===== config.mk =====
export PLATFORM = sky130hd
export DESIGN_NAME = dm9000a_bus_sched_flat
export DESIGN_NICKNAME = d
export VERILOG_FILES = /design/src/rtl/dm9000a_pkg.sv /design/src/rtl/dm9000a_bus_sched_if.sv /design/src/rtl/dm9000a_rr_arbiter.sv /design/src/rtl/dm9000a_bus_sched.sv /design/src/flat_wrapper.sv
export SDC_FILE = /design/constraint.sdc
export NUM_CORES = 1
export LEC_CHECK = 0
export BUFFER_PORTS_ARGS = -buffer_cell sky130_fd_sc_hd__buf_2
export CORE_ASPECT_RATIO = 0.5
export CORE_MARGIN = 1
export CORE_UTILIZATION = 35
export DETAILED_ROUTE_END_ITERATION = 10
export PLACE_DENSITY_LB_ADDON = 0.12
export SLEW_MARGIN = 0
export SYNTH_ARGS = -nofsm -noshare
export SYNTH_HDL_FRONTEND = slang
export SYNTH_HIERARCHICAL = 1
export SYNTH_SLANG_ARGS = --single-unit

===== constraint.sdc =====
create_clock -name iDm9000aClk -period 2.7 [get_ports iDm9000aClk]
set_input_delay 0.27 -clock iDm9000aClk [delete_from_list [all_inputs] [get_ports iDm9000aClk]]
set_output_delay 0.27 -clock iDm9000aClk [all_outputs]
set_load 0.02 [all_outputs]

===== src/rtl/dm9000a_pkg.sv =====
// Shared types and constants for the DM9000A host-bus scheduler.
package dm9000a_pkg;

   localparam int unsigned ADDR_W = 8;
   localparam int unsigned DATA_W = 16;
   localparam int unsigned TMR_W  = 8;

   localparam int unsigned REQ_CFG = 0;
   localparam int unsigned REQ_PKT = 1;

   localparam logic [ADDR_W-1:0] REG_NCR   = 8'h00;
   localparam logic [ADDR_W-1:0] REG_NSR   = 8'h01;
   localparam logic [ADDR_W-1:0] REG_VIDL  = 8'h28;
   localparam logic [ADDR_W-1:0] REG_ISR   = 8'hFE;
   localparam logic [ADDR_W-1:0] REG_MRCMD = 8'hF2;
   localparam logic [ADDR_W-1:0] REG_MWCMD = 8'hF8;

   typedef enum logic [8:0] {
      ST_IDLE       = 9'h001,
      ST_IDX_SETUP  = 9'h002,
      ST_IDX_STROBE = 9'h004,
      ST_IDX_HOLD   = 9'h008,
      ST_GAP        = 9'h010,
      ST_DAT_SETUP  = 9'h020,
      ST_DAT_STROBE = 9'h040,
      ST_DAT_HOLD   = 9'h080,
      ST_DONE       = 9'h100
   } state_e;

   typedef struct packed {
      logic              wr;
      logic [ADDR_W-1:0] addr;
      logic [DATA_W-1:0] wdata;
   } xact_t;

   // Index cycle places the register number on the low byte of SD.
   function automatic logic [DATA_W-1:0] idx_word(input logic [ADDR_W-1:0] a);
      return {8'h00, a};
   endfunction

endpackage


===== src/rtl/dm9000a_bus_sched_if.sv =====
// Requester handshake and DM9000A pad bundle for the bus scheduler.
interface dm9000a_bus_sched_if #(
   parameter int unsigned CNT_W = 16
);
   logic [1:0]       iReq;
   logic             iWr0;
   logic             iWr1;
   logic [7:0]       iAddr0;
   logic [7:0]       iAddr1;
   logic [15:0]      iWdata0;
   logic [15:0]      iWdata1;
   logic [1:0]       oAck;
   logic [15:0]      oRdata;
   logic             oBusy;
   logic             oCs;
   logic             oCmd;
   logic             oIor;
   logic             oIow;
   logic             oSdOe;
   logic [15:0]      oSdOut;
   logic [15:0]      iSdIn;
   logic [CNT_W-1:0] oAccCnt0;
   logic [CNT_W-1:0] oAccCnt1;

   modport master (
      output iReq, iWr0, iWr1, iAddr0, iAddr1, iWdata0, iWdata1, iSdIn,
      input  oAck, oRdata, oBusy, oCs, oCmd, oIor, oIow, oSdOe, oSdOut,
             oAccCnt0, oAccCnt1
   );

   modport slave (
      input  iReq, iWr0, iWr1, iAddr0, iAddr1, iWdata0, iWdata1, iSdIn,
      output oAck, oRdata, oBusy, oCs, oCmd, oIor, oIow, oSdOe, oSdOut,
             oAccCnt0, oAccCnt1
   );
endinterface


===== src/rtl/dm9000a_rr_arbiter.sv =====
// Two-way round-robin selector; last_q remembers who was served last.
module dm9000a_rr_arbiter (
   input  logic       clk_i,
   input  logic       rst_i,
   input  logic [1:0] req_i,
   input  logic       take_i,
   output logic       gnt_vld_c,
   output logic       gnt_idx_c
);

   logic last_q;

   // Reset value 1 makes requester 0 win the first contested grant.
   always_comb begin
      gnt_vld_c = |req_i;
      gnt_idx_c = (req_i == 2'b11) ? ~last_q : req_i[1];
   end

   always_ff @(posedge clk_i) begin
      if (rst_i) begin
         last_q <= 1'b1;
      end else if (take_i && gnt_vld_c) begin
         last_q <= gnt_idx_c;
      end
   end

endmodule


===== src/rtl/dm9000a_bus_sched.sv =====
// DM9000A host-bus scheduler: one index+data register transaction per grant.
// Optional completed-transaction counters are built when DM9000A_ACC_CNT_EN is defined.
module dm9000a_bus_sched
   import dm9000a_pkg::*;
#(
   parameter int unsigned SETUP_CYC  = 1,
   parameter int unsigned STROBE_CYC = 2,
   parameter int unsigned HOLD_CYC   = 1,
   parameter int unsigned GAP_CYC    = 2,
   parameter int unsigned CNT_W      = 16
) (
   input  logic               iDm9000aClk,
   input  logic               iRst,
   dm9000a_bus_sched_if.slave bus
);

   state_e             state_q, state_d;
   logic [TMR_W-1:0]   cnt_q, cnt_d;
   xact_t              xact_q, xact_d;
   logic               gnt_q, gnt_d;
   logic               take;
   logic               gnt_vld_c, gnt_idx_c;

   logic               cs_q, cs_d, cmd_q, cmd_d, ior_q, ior_d, iow_q, iow_d;
   logic               oe_q, oe_d, busy_q, busy_d;
   logic [DATA_W-1:0]  sdout_q, sdout_d, rdata_q, rdata_d, rdcap_q, rdcap_d;
   logic [1:0]         ack_q, ack_d;

   dm9000a_rr_arbiter u_arb (
      .clk_i     (iDm9000aClk),
      .rst_i     (iRst),
      .req_i     (bus.iReq),
      .take_i    (take),
      .gnt_vld_c (gnt_vld_c),
      .gnt_idx_c (gnt_idx_c)
   );

   // Down-counter value loaded on entry; the state exits when it reaches zero.
   function automatic logic [TMR_W-1:0] reload(input state_e s);
      case (s)
         ST_IDX_SETUP, ST_DAT_SETUP:   reload = TMR_W'(SETUP_CYC - 1);
         ST_IDX_STROBE, ST_DAT_STROBE: reload = TMR_W'(STROBE_CYC - 1);
         ST_IDX_HOLD, ST_DAT_HOLD:     reload = TMR_W'(HOLD_CYC - 1);
         ST_GAP:                       reload = TMR_W'(GAP_CYC - 1);
         default:                      reload = '0;
      endcase
   endfunction

   always_comb begin
      state_d = state_q;
      cnt_d   = cnt_q;
      xact_d  = xact_q;
      gnt_d   = gnt_q;
      take    = 1'b0;
      cs_d    = 1'b1;
      cmd_d   = 1'b1;
      ior_d   = 1'b1;
      iow_d   = 1'b1;
      oe_d    = 1'b0;
      sdout_d = '0;
      ack_d   = 2'b00;
      busy_d  = (state_q != ST_IDLE);
      rdata_d = rdata_q;
      rdcap_d = ior_q ? rdcap_q : bus.iSdIn;

      case (state_q)
         ST_IDLE: begin
            if (gnt_vld_c) begin
               take  = 1'b1;
               gnt_d = gnt_idx_c;
               if (gnt_idx_c == 1'(REQ_PKT)) begin
                  xact_d = '{wr: bus.iWr1, addr: bus.iAddr1, wdata: bus.iWdata1};
               end else begin
                  xact_d = '{wr: bus.iWr0, addr: bus.iAddr0, wdata: bus.iWdata0};
               end
               state_d = ST_IDX_SETUP;
            end
         end
         ST_IDX_SETUP:  if (cnt_q == '0) state_d = ST_IDX_STROBE;
         ST_IDX_STROBE: if (cnt_q == '0) state_d = ST_IDX_HOLD;
         ST_IDX_HOLD:   if (cnt_q == '0) state_d = ST_GAP;
         ST_GAP:        if (cnt_q == '0) state_d = ST_DAT_SETUP;
         ST_DAT_SETUP:  if (cnt_q == '0) state_d = ST_DAT_STROBE;
         ST_DAT_STROBE: if (cnt_q == '0) state_d = ST_DAT_HOLD;
         ST_DAT_HOLD:   if (cnt_q == '0) state_d = ST_DONE;
         ST_DONE:       state_d = ST_IDLE;
         default:       state_d = ST_IDLE;
      endcase

      if (state_d != state_q) begin
         cnt_d = reload(state_d);
      end else if (cnt_q != '0) begin
         cnt_d = cnt_q - TMR_W'(1);
      end

      // Pad values decoded from the current state and registered one cycle later.
      case (state_q)
         ST_IDX_SETUP, ST_IDX_STROBE, ST_IDX_HOLD: begin
            cs_d    = 1'b0;
            cmd_d   = 1'b0;
            oe_d    = 1'b1;
            sdout_d = idx_word(xact_q.addr);
            iow_d   = (state_q != ST_IDX_STROBE);
         end
         ST_DAT_SETUP, ST_DAT_STROBE, ST_DAT_HOLD: begin
            cs_d = 1'b0;
            if (xact_q.wr) begin
               oe_d    = 1'b1;
               sdout_d = xact_q.wdata;
               iow_d   = (state_q != ST_DAT_STROBE);
            end else begin
               ior_d = (state_q != ST_DAT_STROBE);
            end
         end
         ST_DONE: begin
            ack_d[gnt_q] = 1'b1;
            if (!xact_q.wr) rdata_d = rdcap_q;
         end
         default: ;
      endcase
   end

   always_ff @(posedge iDm9000aClk) begin
      if (iRst) begin
         state_q <= ST_IDLE;
         cnt_q   <= '0;
         xact_q  <= '0;
         gnt_q   <= 1'b0;
         cs_q    <= 1'b1;
         cmd_q   <= 1'b1;
         ior_q   <= 1'b1;
         iow_q   <= 1'b1;
         oe_q    <= 1'b0;
         sdout_q <= '0;
         ack_q   <= 2'b00;
         busy_q  <= 1'b0;
         rdata_q <= '0;
         rdcap_q <= '0;
      end else begin
         state_q <= state_d;
         cnt_q   <= cnt_d;
         xact_q  <= xact_d;
         gnt_q   <= gnt_d;
         cs_q    <= cs_d;
         cmd_q   <= cmd_d;
         ior_q   <= ior_d;
         iow_q   <= iow_d;
         oe_q    <= oe_d;
         sdout_q <= sdout_d;
         ack_q   <= ack_d;
         busy_q  <= busy_d;
         rdata_q <= rdata_d;
         rdcap_q <= rdcap_d;
      end
   end

`ifdef DM9000A_ACC_CNT_EN
   logic [CNT_W-1:0] acc0_q, acc1_q;

   // Counted together with the ack, so an aborted transaction never counts.
   always_ff @(posedge iDm9000aClk) begin
      if (iRst) begin
         acc0_q <= '0;
         acc1_q <= '0;
      end else if (state_q == ST_DONE) begin
         if (gnt_q == 1'(REQ_CFG)) acc0_q <= acc0_q + CNT_W'(1);
         else                      acc1_q <= acc1_q + CNT_W'(1);
      end
   end

   assign bus.oAccCnt0 = acc0_q;
   assign bus.oAccCnt1 = acc1_q;
`else
   assign bus.oAccCnt0 = '0;
   assign bus.oAccCnt1 = '0;
`endif

   assign bus.oCs    = cs_q;
   assign bus.oCmd   = cmd_q;
   assign bus.oIor   = ior_q;
   assign bus.oIow   = iow_q;
   assign bus.oSdOe  = oe_q;
   assign bus.oSdOut = sdout_q;
   assign bus.oAck   = ack_q;
   assign bus.oBusy  = busy_q;
   assign bus.oRdata = rdata_q;

endmodule


===== src/flat_wrapper.sv =====
// flat-port wrapper written by rule: the top's interface ports become plain ports
module dm9000a_bus_sched_flat import dm9000a_pkg::*;
#(
   parameter int unsigned SETUP_CYC  = 1,
   parameter int unsigned STROBE_CYC = 2,
   parameter int unsigned HOLD_CYC   = 1,
   parameter int unsigned GAP_CYC    = 2,
   parameter int unsigned CNT_W      = 16
)
  (iDm9000aClk, iRst, bus_iReq, bus_iWr0, bus_iWr1, bus_iAddr0, bus_iAddr1, bus_iWdata0, bus_iWdata1, bus_iSdIn, bus_oAck, bus_oRdata, bus_oBusy, bus_oCs, bus_oCmd, bus_oIor, bus_oIow, bus_oSdOe, bus_oSdOut, bus_oAccCnt0, bus_oAccCnt1);
  dm9000a_bus_sched_if #(.CNT_W(CNT_W)) bus_i ();
  input  logic iDm9000aClk;
  input  logic iRst;
  input wire logic [$bits(bus_i.iReq)-1:0] bus_iReq;
  input wire logic [$bits(bus_i.iWr0)-1:0] bus_iWr0;
  input wire logic [$bits(bus_i.iWr1)-1:0] bus_iWr1;
  input wire logic [$bits(bus_i.iAddr0)-1:0] bus_iAddr0;
  input wire logic [$bits(bus_i.iAddr1)-1:0] bus_iAddr1;
  input wire logic [$bits(bus_i.iWdata0)-1:0] bus_iWdata0;
  input wire logic [$bits(bus_i.iWdata1)-1:0] bus_iWdata1;
  input wire logic [$bits(bus_i.iSdIn)-1:0] bus_iSdIn;
  output wire logic [$bits(bus_i.oAck)-1:0] bus_oAck;
  output wire logic [$bits(bus_i.oRdata)-1:0] bus_oRdata;
  output wire logic [$bits(bus_i.oBusy)-1:0] bus_oBusy;
  output wire logic [$bits(bus_i.oCs)-1:0] bus_oCs;
  output wire logic [$bits(bus_i.oCmd)-1:0] bus_oCmd;
  output wire logic [$bits(bus_i.oIor)-1:0] bus_oIor;
  output wire logic [$bits(bus_i.oIow)-1:0] bus_oIow;
  output wire logic [$bits(bus_i.oSdOe)-1:0] bus_oSdOe;
  output wire logic [$bits(bus_i.oSdOut)-1:0] bus_oSdOut;
  output wire logic [$bits(bus_i.oAccCnt0)-1:0] bus_oAccCnt0;
  output wire logic [$bits(bus_i.oAccCnt1)-1:0] bus_oAccCnt1;
  assign bus_i.iReq = bus_iReq;
  assign bus_i.iWr0 = bus_iWr0;
  assign bus_i.iWr1 = bus_iWr1;
  assign bus_i.iAddr0 = bus_iAddr0;
  assign bus_i.iAddr1 = bus_iAddr1;
  assign bus_i.iWdata0 = bus_iWdata0;
  assign bus_i.iWdata1 = bus_iWdata1;
  assign bus_i.iSdIn = bus_iSdIn;
  assign bus_oAck = bus_i.oAck;
  assign bus_oRdata = bus_i.oRdata;
  assign bus_oBusy = bus_i.oBusy;
  assign bus_oCs = bus_i.oCs;
  assign bus_oCmd = bus_i.oCmd;
  assign bus_oIor = bus_i.oIor;
  assign bus_oIow = bus_i.oIow;
  assign bus_oSdOe = bus_i.oSdOe;
  assign bus_oSdOut = bus_i.oSdOut;
  assign bus_oAccCnt0 = bus_i.oAccCnt0;
  assign bus_oAccCnt1 = bus_i.oAccCnt1;
  dm9000a_bus_sched #(.SETUP_CYC(SETUP_CYC), .STROBE_CYC(STROBE_CYC), .HOLD_CYC(HOLD_CYC), .GAP_CYC(GAP_CYC), .CNT_W(CNT_W)) u_core (.iDm9000aClk(iDm9000aClk), .iRst(iRst), .bus(bus_i));
endmodule

==> results of run 1 <==
[synth_stat cells (all sizes together), types with 2 or more instances]
library cell | count | area [um^2]
a22oi | 8 | 60.1
nor3 | 21 | 105
clkbuf | 30 | 113
mux2i | 42 | 420
or3 | 4 | 25.0
o41ai | 2 | 17.5
nor2b | 2 | 12.5
and2 | 9 | 56.3
or2 | 3 | 21.3
o31ai | 2 | 20.0
nand2 | 46 | 173
a21oi | 23 | 115
nand3 | 7 | 35.0
xor2 | 7 | 61.3
or4 | 4 | 37.5
inv | 6 | 22.5
a211oi | 27 | 208
xnor2 | 3 | 26.3
dfxtp | 100 | 2000
nand4 | 3 | 18.8
o21bai | 2 | 18.8
nor4 | 5 | 37.5
nor2 | 73 | 274
a32oi | 2 | 17.5
nor3b | 2 | 15.0
buf | 37 | 284
nand2b | 4 | 25.0
o21ai | 12 | 60.1
a31oi | 3 | 18.8
[tightest hold or removal path: cells and delay by family]
kind / cells / cell delay [ns]
buf+inv: 1 / 0.08
simple gates: 1 / 0.07
mux: 1 / 0.05
[cell type report]
type / instances / area [um^2] / share of cell area (%)
tap: 165 / 206 / 3.83
timing repair buffer: 129 / 708 / 13.1
multi-input combinational: 362 / 2150 / 39.8
clock inverter: 6 / 67.6 / 1.25
sequential: 100 / 2000 / 37.1
clock buffer: 10 / 239 / 4.43
inverter: 6 / 22.5 / 0.418
[worst min-delay path by stage]
| stage | startpoint | slack, ns | to |
|---|---|---|---|
| after floorplan | iRst | 0.38 | u_core/u_arb/last_q |
| after global placement | u_core/bus.oRdata[4] | 0.44 | u_core/bus.oRdata[4] |
| after detailed placement | u_core/bus.oRdata[0] | 0.44 | u_core/bus.oRdata[0] |
| after CTS | bus_iSdIn[14] | 0.14 | u_core/rdcap_q[14] |
| after global routing | bus_iSdIn[15] | 0.14 | u_core/rdcap_q[15] |
| final | bus_iSdIn[8] | 0.15 | u_core/rdcap_q[8] |
[where the power goes]
group          switching, uW  internal (uW)
clock network            622            682
logic                   1060            720
registers                178           1720
total                   1860           3130
[cells by family (layout without fill, tap and decap cells)]
group,count (synthesis),count (layout),share of synthesized area [%]
AND/OR/NAND/NOR,187,187,19.5
flip-flops,100,100,45.2
AO/OA/AOI/OAI,89,89,13.7
buffers and inverters,73,151,9.46
multiplexers,43,43,9.74
XOR/XNOR,10,10,1.98
adder cells (fa/ha/maj),1,1,0.282
other,1,32,0.0846
[metrics by stage]
step	instances	power, uW	instance area (um^2)	hold slack (ns)	utilization, %
after floorplan	535	3210	4550	0.380	-
after global placement	762	3710	5090	0.437	42.1
after detailed placement	762	3710	5090	0.440	42.1
after CTS	778	5040	5390	0.141	44.6
after global routing	778	5360	5390	0.141	44.6
final	778	4990	5390	0.153	44.6
[flip-flops by register name (all words and copies together), names as in the netlist, 2 cells and up]
register,cells
u_core/bus.oRdata,16
u_core/state_q,9
u_core/bus.oAck,2
u_core/xact_q,25
u_core/rdcap_q,16
u_core/bus.oSdOut,16
u_core/cnt_q,8
[per-layer routing]
layer / vias up / wire, um / global-route usage (%) / part of all wire [%]
met3: 7 / 606 / 4.49 / 5.7
met4: 0 / 80 / 3.68 / 0.76
met1: 1645 / 5580 / 24.1 / 53
met2: 123 / 4290 / 24.0 / 41
li1: 1903 / - / - / -
met5: - / 0 / 0 / 0
==> reports/qor.txt, run 1 <==
Status = complete, no violations
Die width = 161 um
Setup slack, reg-to-reg = 0.21 ns
Clock latency on the worst-skew pair = 0.35 ns
Final min period = 2.49 ns
DP Wirelength = 7.45 mm
Relative slew slack = 51.8%
First DRT Iteration DRCs = 248
Slowest stage delay, CP = 0.61 ns
Fill cell count = 1227
Dpl ws = 0.226 ns
Sequential share of the synthesized area = 45.2%
Number of buffers and inverters on the critical path = 0
CP cell instances = or4_4 > or2_4 > o31ai_2 > nand4_1 > or4_4 > a211oi_2
Initial core utilization = 36.7%
Arr. time, crit path = 2.75 ns
Peak Freq = 402 MHz
PD cells = 926 nW/um^2
CP max FO = 8
Top cell family by delay on the critical path = simple AND/OR/NAND/NOR gates
Hold violation total from the final report = 0
CTS tree = built
Min-delay worst type = input pin to flip-flop
Pre-Repair DR Iteration Count = 4
Post-synth EDFFs = 0
Clk sinks = 100
DRC Markers = 0
Die H = 81.6 um
Largest net degree at the start of global routing = 51
Max Cap Viol = 0
Worst Max-Slew Pin Slew = 0.723 ns
Num CTS Buffers = 9
Vias in the first global route = 3146
Total track usage = 16.5%
Sum of negative setup slack = 0 ns
Avg Cell Area, Syn = 8.79 um^2
CTS max path bufs = 2
IR drop worst, VDD = 0.304 mV
Worst Skew = 0.00810 ns
Post-synth cell types = 52
CP max stage cell = or4_4
Core area = 12100 um^2
CP Launch Type = flip-flop
Mapped cell area = 4430 um^2
IO Port Bufs = 109
Post-DRT Antenna Nets = 0
Total setup buffers inserted after CTS = 0
YS warnings = 6
Total number of vias = 3678
Area Growth Syn to Fin = 21.7%
Hold path depth = 3
Predominant post-synthesis flop cell = dfxtp_1
CTS Root Buffer Type = clkbuf_16
CTS H-tree lvls = 3
Worst setup path end = u_core/cnt_q[1]
Period Utilization, post-route = 92.1%
Cell mode on critical path = or4_4
Reg2Reg Depth = 6
Via-to-Cell Ratio = 4.73
Post-Syn Instances = 504
First-pass GRT wire length = 16.8 mm
Static Leak = 0.00246 uW
RSZ-0062 raised after global routing = no
Layout cells sized above 1 = 25.6%
Commonest cells after routing, fill and taps aside = buf_2, dfxtp_1, nor2_1
Crit path kind = flip-flop to flip-flop
GP Congestion = 0.852
Fin nets = 679
Crit. path cell count = 6
Worst Setup End Kind = flip-flop
Cell row count = 28
R2R Path End = u_core/cnt_q[1]
Setup WS post-layout = 0.213 ns
CTS Hold Buffers Added = 0
Clock-pin slew on the worst setup and hold paths = 0.08 ns
Post-CTS Resized = 0
CP required = 2.97 ns
Commonest non-fill, non-tap cell in the layout = buf_2
Routed WL = 10.6 mm
FF-to-FF Start = u_core/state_q[4]
Synth Register Bits = 100
Antenna fix cells = 0
Routed WL per cell = 13.6 um
Initial antenna violation count = 0
Ports = 142
Ys async rst share = 0%
Die area = 13100 um^2
CP Launch Point = u_core/state_q[4]
Endpoints failing setup = 0
Final Max Slew Viols = 0
Global route overflow = 0
No activity file was read; power rests on OpenSTA's default activity.
==> inputs of run 2 (changes only) <==
--- a/config.mk
+++ b/config.mk
@@ -5,14 +5,13 @@
 export SDC_FILE = /design/constraint.sdc
 export NUM_CORES = 1
 export LEC_CHECK = 0
-export BUFFER_PORTS_ARGS = -buffer_cell sky130_fd_sc_hd__buf_2
+export BUFFER_PORTS_ARGS = -buffer_cell sky130_fd_sc_hd__buf_4
 export CORE_ASPECT_RATIO = 0.5
 export CORE_MARGIN = 1
 export CORE_UTILIZATION = 35
 export DETAILED_ROUTE_END_ITERATION = 10
-export PLACE_DENSITY_LB_ADDON = 0.12
+export PLACE_DENSITY = 0.67
 export SLEW_MARGIN = 0
 export SYNTH_ARGS = -nofsm -noshare
 export SYNTH_HDL_FRONTEND = slang
-export SYNTH_HIERARCHICAL = 1
 export SYNTH_SLANG_ARGS = --single-unit
==> reports/qor.txt, run 2 <==
Most frequent cell after synthesis = dfxtp_1 (unchanged)
Yosys top cell by area = dfxtp_1 (unchanged)
Peak Freq = 398 MHz (was 402 MHz)
CP max FO = 7 (was 8)
Die width = 161 um (about the same)
Tot Pwr = 4850 uW (was 4990 uW)
IR drop worst, VDD = 0.391 mV (was 0.304 mV)
Status = complete, no violations (unchanged)
Avg Cell Area, Syn = 9.31 um^2 (was 8.79 um^2)
Vias in the first global route = 3189 (was 3146)
Post-synth EDFFs = 0 (unchanged)
CTS Root Buffer Type = clkbuf_16 (unchanged)
Post-CTS Resized = 0 (unchanged)
CTS tree = built (unchanged)
Die area = 13200 um^2 (was 13100 um^2)
Crit path kind = flip-flop to flip-flop (unchanged)
CTS H-tree lvls = 3 (unchanged)
Worst Max-Slew Pin Slew = 0.535 ns (was 0.723 ns)
Pre-Repair DR Iteration Count = 4 (unchanged)
Top cell type's share of synthesized area = 45.1% (was 45.2%)
CP max stage cell = a2111oi_0 (was or4_4)
Fin nets = 645 (was 679)
Final min period = 2.51 ns (was 2.49 ns)
Initial core utilization = 36.7% (about the same)
Post-Syn Instances = 477 (was 504)
DRC Markers = 0 (unchanged)
Routed WL per cell = 13.4 um (was 13.6 um)
RSZ-0062 raised after global routing = no (unchanged)
Core area = 12100 um^2 (unchanged)
Via-to-Cell Ratio = 4.81 (was 4.73)
First DRT Iteration DRCs = 184 (was 248)
Hold violation total from the final report = 0 (unchanged)
Largest net degree at the start of global routing = 53 (was 51)
CP Launch Type = flip-flop (unchanged)
Routed WL = 9.98 mm (was 10.6 mm)
GP Congestion = 0.887 (was 0.852)
Total setup buffers inserted after CTS = 0 (unchanged)
Top reg by flops = u_core.xact_q (was u_core/xact_q)
Antenna fix cells = 0 (unchanged)
Total track usage = 15.0% (was 16.5%)
Top post-synthesis cells by area = dfxtp_1, mux2i_1, nor2_1, buf_4, a211oi_1 (unchanged)
Endpoints failing setup = 0 (unchanged)
Num CTS Buffers = 9 (unchanged)
Static Leak = 0.00247 uW (was 0.00246 uW)
Worst Skew = 0.0106 ns (was 0.00810 ns)
Ys async rst share = 0% (unchanged)
Clock latency on the worst-skew pair = 0.34 ns (was 0.35 ns)
Number of buffers and inverters on the critical path = 1 (was 0)
Sequential share of the synthesized area = 45.1% (was 45.2%)
Ports = 142 (unchanged)
Post-DRT Antenna Nets = 0 (unchanged)
DP Wirelength = 6.87 mm (was 7.45 mm)
Predominant post-synthesis flop cell = dfxtp_1 (unchanged)
Max reg flops = 25 (unchanged)
Synth cell count leaders = dfxtp_1, nor2_1, mux2i_1 (was dfxtp_1, nor2_1, nand2_1)
Die H = 81.6 um (about the same)
Worst Setup End Kind = flip-flop (unchanged)
Area Growth Syn to Fin = 25.7% (was 21.7%)
Top cell family by delay on the critical path = simple AND/OR/NAND/NOR gates (unchanged)
Initial antenna violation count = 0 (unchanged)
Slowest stage delay, CP = 0.49 ns (was 0.61 ns)
Min-delay worst type = input pin to flip-flop (unchanged)
Post-synth cell types = 59 (was 52)
Global route overflow = 0 (unchanged)
IO Port Bufs = 109 (unchanged)
PD cells = 868 nW/um^2 (was 926 nW/um^2)
Clock-pin slew on the worst setup and hold paths = 0.08 ns (about the same)
Clk sinks = 100 (unchanged)
Sequential cell area = 2000 um^2 (unchanged)
Max Cap Viol = 0 (unchanged)
Commonest cells after routing, fill and taps aside = buf_4, dfxtp_1, nor2_1 (was buf_2, dfxtp_1, nor2_1)
Synth Register Bits = 100 (unchanged)
Mapped cell area = 4440 um^2 (was 4430 um^2)
Layout cells sized above 1 = 26.3% (was 25.6%)
CTS Hold Buffers Added = 0 (unchanged)
Relative slew slack = 63.4% (was 51.8%)
Multi-input gate area = 2140 um^2 (was 2150 um^2)
Final Max Slew Viols = 0 (unchanged)
Arr. time, crit path = 2.74 ns (was 2.75 ns)
Sum of negative setup slack = 0 ns (unchanged)
Cell row count = 28 (unchanged)
Period Utilization, post-route = 92.9% (was 92.1%)
YS warnings = 0 (was 6)
First-pass GRT wire length = 15.6 mm (was 16.8 mm)
CP required = 2.93 ns (was 2.97 ns)
Commonest non-fill, non-tap cell in the layout = buf_4 (was buf_2)
CTS max path bufs = 2 (unchanged)
CP cell instances = inv_1 > ha_1 > nor4b_2 > nand2_1 > a2111oi_0 > nor4_2 > o211ai_1 > mux2_2 (was or4_4 > or2_4 > o31ai_2 > nand4_1 > or4_4 > a211oi_2)
Fill cell count = 1178 (was 1227)
Total number of vias = 3575 (was 3678)
## run 2: metrics by stage
step           util [%]  hold WS, ns  setup WS (ns)  area, um^2  std cells
3_3_place_gp       43.7        0.419          0.323        5290        728
6_report           46.2        0.154          0.190        5580        744
4_1_cts            46.2        0.142          0.207        5580        744
3_5_place_dp       43.7        0.425          0.229        5290        728
2_1_floorplan         -        0.410          0.620        4560        508
5_1_grt            46.2        0.147         0.0225        5580        744
## run 2: worst paths after layout
kind                            slack (ns)                     to  depth (start not counted)              start
worst min-delay path                  0.15     u_core.rdcap_q[12]                          3      bus_iSdIn[12]
worst max-delay path                  0.19        u_core.cnt_q[0]                          8    u_core.cnt_q[0]
worst max register to register        0.19        u_core.cnt_q[0]                          8    u_core.cnt_q[0]
worst min register to register        0.44  u_core.bus.oSdOut[15]                          2  u_core.xact_q[15]
## run 2: layout make-up
class | count | area share (%)
clock buffer | 10 | 4.28
clock inverter | 6 | 1.01
inverter | 7 | 0.471
multi-input combinational | 336 | 38.3
sequential | 100 | 35.9
tap | 165 | 3.70
timing repair buffer | 120 | 16.4
## run 2: where the power goes
part           switching (uW)  internal [uW]  total, uW
Combinational            1000            702       1700
Sequential                177           1710       1880
Clock                     593            669       1260
Total                    1770           3080       4850
## run 2: worst register-to-register path, stage by stage (launching register included)
cell,delay (ns)
dfxtp_1,0.33
inv_1,0.07
ha_1,0.19
nor4b_2,0.43
nand2_1,0.27
a2111oi_0,0.49
nor4_2,0.13
o211ai_1,0.14
mux2_2,0.35
## run 2: routing by layer
| layer | wire [um] | GRT usage, % | vias up |
|---|---|---|---|
| li1 | - | - | 1796 |
| met1 | 4480 | 18.5 | 1633 |
| met5 | 0 | 0 | - |
| met4 | 104 | 5.19 | 0 |
| met3 | 542 | 3.79 | 8 |
| met2 | 4850 | 25.9 | 138 |
## run 2: cell families after synthesis
group           count (synthesis)  synth area share, %
compound gates                 77                 12.2
xor+xnor                        4                0.789
fa+ha+maj                       1                0.282
buf+inv                        72                 9.66
flops                         100                 45.1
mux                            59                 13.3
other cells                     1               0.0844
simple gates                  163                 18.6
==> inputs of run 3 (changes only) <==
--- a/config.mk
+++ b/config.mk
@@ -11,7 +11,9 @@
 export CORE_UTILIZATION = 35
 export DETAILED_ROUTE_END_ITERATION = 10
 export PLACE_DENSITY = 0.67
+export REMOVE_ABC_BUFFERS = 1
 export SLEW_MARGIN = 0
 export SYNTH_ARGS = -nofsm -noshare
 export SYNTH_HDL_FRONTEND = slang
+export SYNTH_HIERARCHICAL = 1
 export SYNTH_SLANG_ARGS = --single-unit
==> reports/qor.txt, run 3 (synthesis gave the netlist of run 1 again) <==
Sum of negative setup slack = 0 ns (unchanged)
Endpoints failing setup = 0 (unchanged)
Commonest cells after routing, fill and taps aside = buf_4, dfxtp_1, nor2_1 (unchanged)
CTS max path bufs = 2 (unchanged)
Status = complete, no violations (unchanged)
Max reg flops = 25 (unchanged)
CP cell instances = inv_1 > ha_1 > or3b_2 > nor2_1 > buf_4 > o41ai_1 > nand4_1 > or4_4 > a211oi_2 (was inv_1 > ha_1 > nor4b_2 > nand2_1 > a2111oi_0 > nor4_2 > o211ai_1 > mux2_2)
Post-DRT Antenna Nets = 0 (unchanged)
Antenna fix cells = 0 (unchanged)
Die H = 81.6 um (about the same)
Peak Freq = 406 MHz (was 398 MHz)
IO Port Bufs = 109 (unchanged)
Worst setup path end = u_core/cnt_q[1] (was u_core.cnt_q[0])
WHS = 0.160 ns (was 0.154 ns)
Relative slew slack = 55.6% (was 63.4%)
Area Growth Syn to Fin = 27.6% (was 25.7%)
Min-delay worst type = input pin to flip-flop (unchanged)
First DRT Iteration DRCs = 179 (was 184)
Pre-Repair DR Iteration Count = 4 (unchanged)
Final Max Slew Viols = 0 (unchanged)
Die width = 161 um (about the same)
PD cells = 887 nW/um^2 (was 868 nW/um^2)
Final core utilization = 46.8% (was 46.2%)
IR drop worst, VDD = 0.349 mV (was 0.391 mV)
Fin nets = 677 (was 645)
Hold violation total from the final report = 0 (unchanged)
Commonest non-fill, non-tap cell in the layout = buf_4 (unchanged)
Total setup buffers inserted after CTS = 0 (unchanged)
Area post-placement = 5350 um^2 (was 5290 um^2)
Final cell count without fillers = 776 (was 744)
Clock latency on the worst-skew pair = 0.34 ns (about the same)
GP Congestion = 0.872 (was 0.887)
CTS tree = built (unchanged)
RSZ-0062 raised after global routing = no (unchanged)
DRC Markers = 0 (unchanged)
Final min period = 2.46 ns (was 2.51 ns)
Reg2Reg Depth = 9 (was 8)
Total track usage = 16.0% (was 15.0%)
Initial antenna violation count = 0 (unchanged)
Worst Skew = 0.00916 ns (was 0.0106 ns)
Metal2 WL = 4.79 mm (was 4.85 mm)
CP Launch Point = u_core/cnt_q[0] (was u_core.cnt_q[0])
CP Launch Type = flip-flop (unchanged)
R2R Path End = u_core/cnt_q[1] (was u_core.cnt_q[0])
CTS Root Buffer Type = clkbuf_16 (unchanged)
Layout cells sized above 1 = 25.4% (was 26.3%)
Via-to-Cell Ratio = 4.87 (was 4.81)
Routed WL per cell = 13.5 um (was 13.4 um)
CTS Hold Buffers Added = 0 (unchanged)
Cell row count = 28 (unchanged)
Post-CTS Resized = 0 (unchanged)
Routed WL = 10.5 mm (was 9.98 mm)
Arr. time, crit path = 2.73 ns (was 2.74 ns)
CP max FO = 10 (was 7)
Top reg by flops = u_core/xact_q (was u_core.xact_q)
Slowest stage delay, CP = 0.60 ns (was 0.49 ns)
Die area = 13100 um^2 (was 13200 um^2)
Worst Setup End Kind = flip-flop (unchanged)
Num CTS Buffers = 9 (unchanged)
CP required = 2.97 ns (was 2.93 ns)
Final Cell Area = 5660 um^2 (was 5580 um^2)
Max Cap Viol = 0 (unchanged)
CTS H-tree lvls = 3 (unchanged)
Core area = 12100 um^2 (unchanged)
Inst Count DP = 760 (was 728)
Total number of vias = 3780 (was 3575)
First-pass GRT wire length = 16.6 mm (was 15.6 mm)
Static Leak = 0.00251 uW (was 0.00247 uW)
Clk sinks = 100 (unchanged)
FF-to-FF Start = u_core/cnt_q[0] (was u_core.cnt_q[0])
Period Utilization, post-route = 91.2% (was 92.9%)
CP max stage cell = or4_4 (was a2111oi_0)
Worst Max-Slew Pin Slew = 0.667 ns (was 0.535 ns)
Crit path kind = flip-flop to flip-flop (unchanged)
Initial core utilization = 36.7% (about the same)
Wl on met1 = 5.01 mm (was 4.48 mm)
Global route overflow = 0 (unchanged)
Highest routing layer actually used = met4 (unchanged)
WL met3 = 593 um (was 542 um)
Ports = 142 (unchanged)
DP Wirelength = 7.44 mm (was 6.87 mm)
Setup slack, reg-to-reg = 0.24 ns (was 0.19 ns)
Largest net degree at the start of global routing = 64 (was 53)
Vias in the first global route = 3307 (was 3189)
Clock-pin slew on the worst setup and hold paths = 0.07 ns (was 0.08 ns)
-- run 3: cell count changes in the layout (fill, tap and decap cells not counted), sizes merged, moves of 3 or more --
cell and change:
a21oi +9, mux2i -16, buf +7, nor2 -9, nor2b -4, nor3 +13, and3 -8, and2 +6
o21ai +4, nand2 +19, nand2b +3, xor2 +4
-- run 3: power breakdown --
part           internal (uW)  leakage [uW]  total [uW]  switching (uW)
registers               1730      0.000814        1890             168
logic                    735       0.00155        1800            1070
clock network            735      0.000147        1320             586
-- run 3: cell type report --
cell class | count | area (um^2)
Tap cell | 165 | 206
Inverter | 6 | 22.5
Fill cell | 1200 | 6430
Multi-Input combinational cell | 362 | 2160
Clock buffer | 11 | 233
Sequential cell | 100 | 2000
Clock inverter | 5 | 67.6
Timing Repair Buffer | 127 | 966
-- run 3: worst min-delay path by stage --
stage                                 start                     to  slack (ns)  depth (start not counted)
after floorplan                        iRst   u_core/bus.oRdata[0]        0.34                          1
after global placement    u_core/xact_q[11]  u_core/bus.oSdOut[11]        0.44                          1
after detailed placement   u_core/xact_q[9]   u_core/bus.oSdOut[9]        0.44                          1
after CTS                      bus_iSdIn[5]      u_core/rdcap_q[5]        0.15                          3
after global routing          bus_iSdIn[12]     u_core/rdcap_q[12]        0.15                          3
final                          bus_iSdIn[5]      u_core/rdcap_q[5]        0.16                          3
-- run 3: layer usage --
metal,up-vias,global-route usage [%]
li1,1899,-
met1,1741,21.9
met2,129,25.9
met3,11,3.23
met4,0,4.25
met5,-,0
-- run 3: critical path: cells and delay by family (launching register included) --
| family | cells | cell delay [ns] |
|---|---|---|
| buf+inv | 2 | 0.25 |
| flops | 1 | 0.35 |
| compound gates | 2 | 0.50 |
| simple gates | 4 | 1.03 |
| fa+ha+maj | 1 | 0.25 |
-- run 3: stage by stage --
step | setup slack (ns) | power [uW]
global route | 0.0259 | 5370
finish | 0.239 | 5020
CTS | 0.186 | 5040
detailed placement | 0.216 | 3710
floorplan | -1.30 | 3130
global placement | 0.258 | 3700
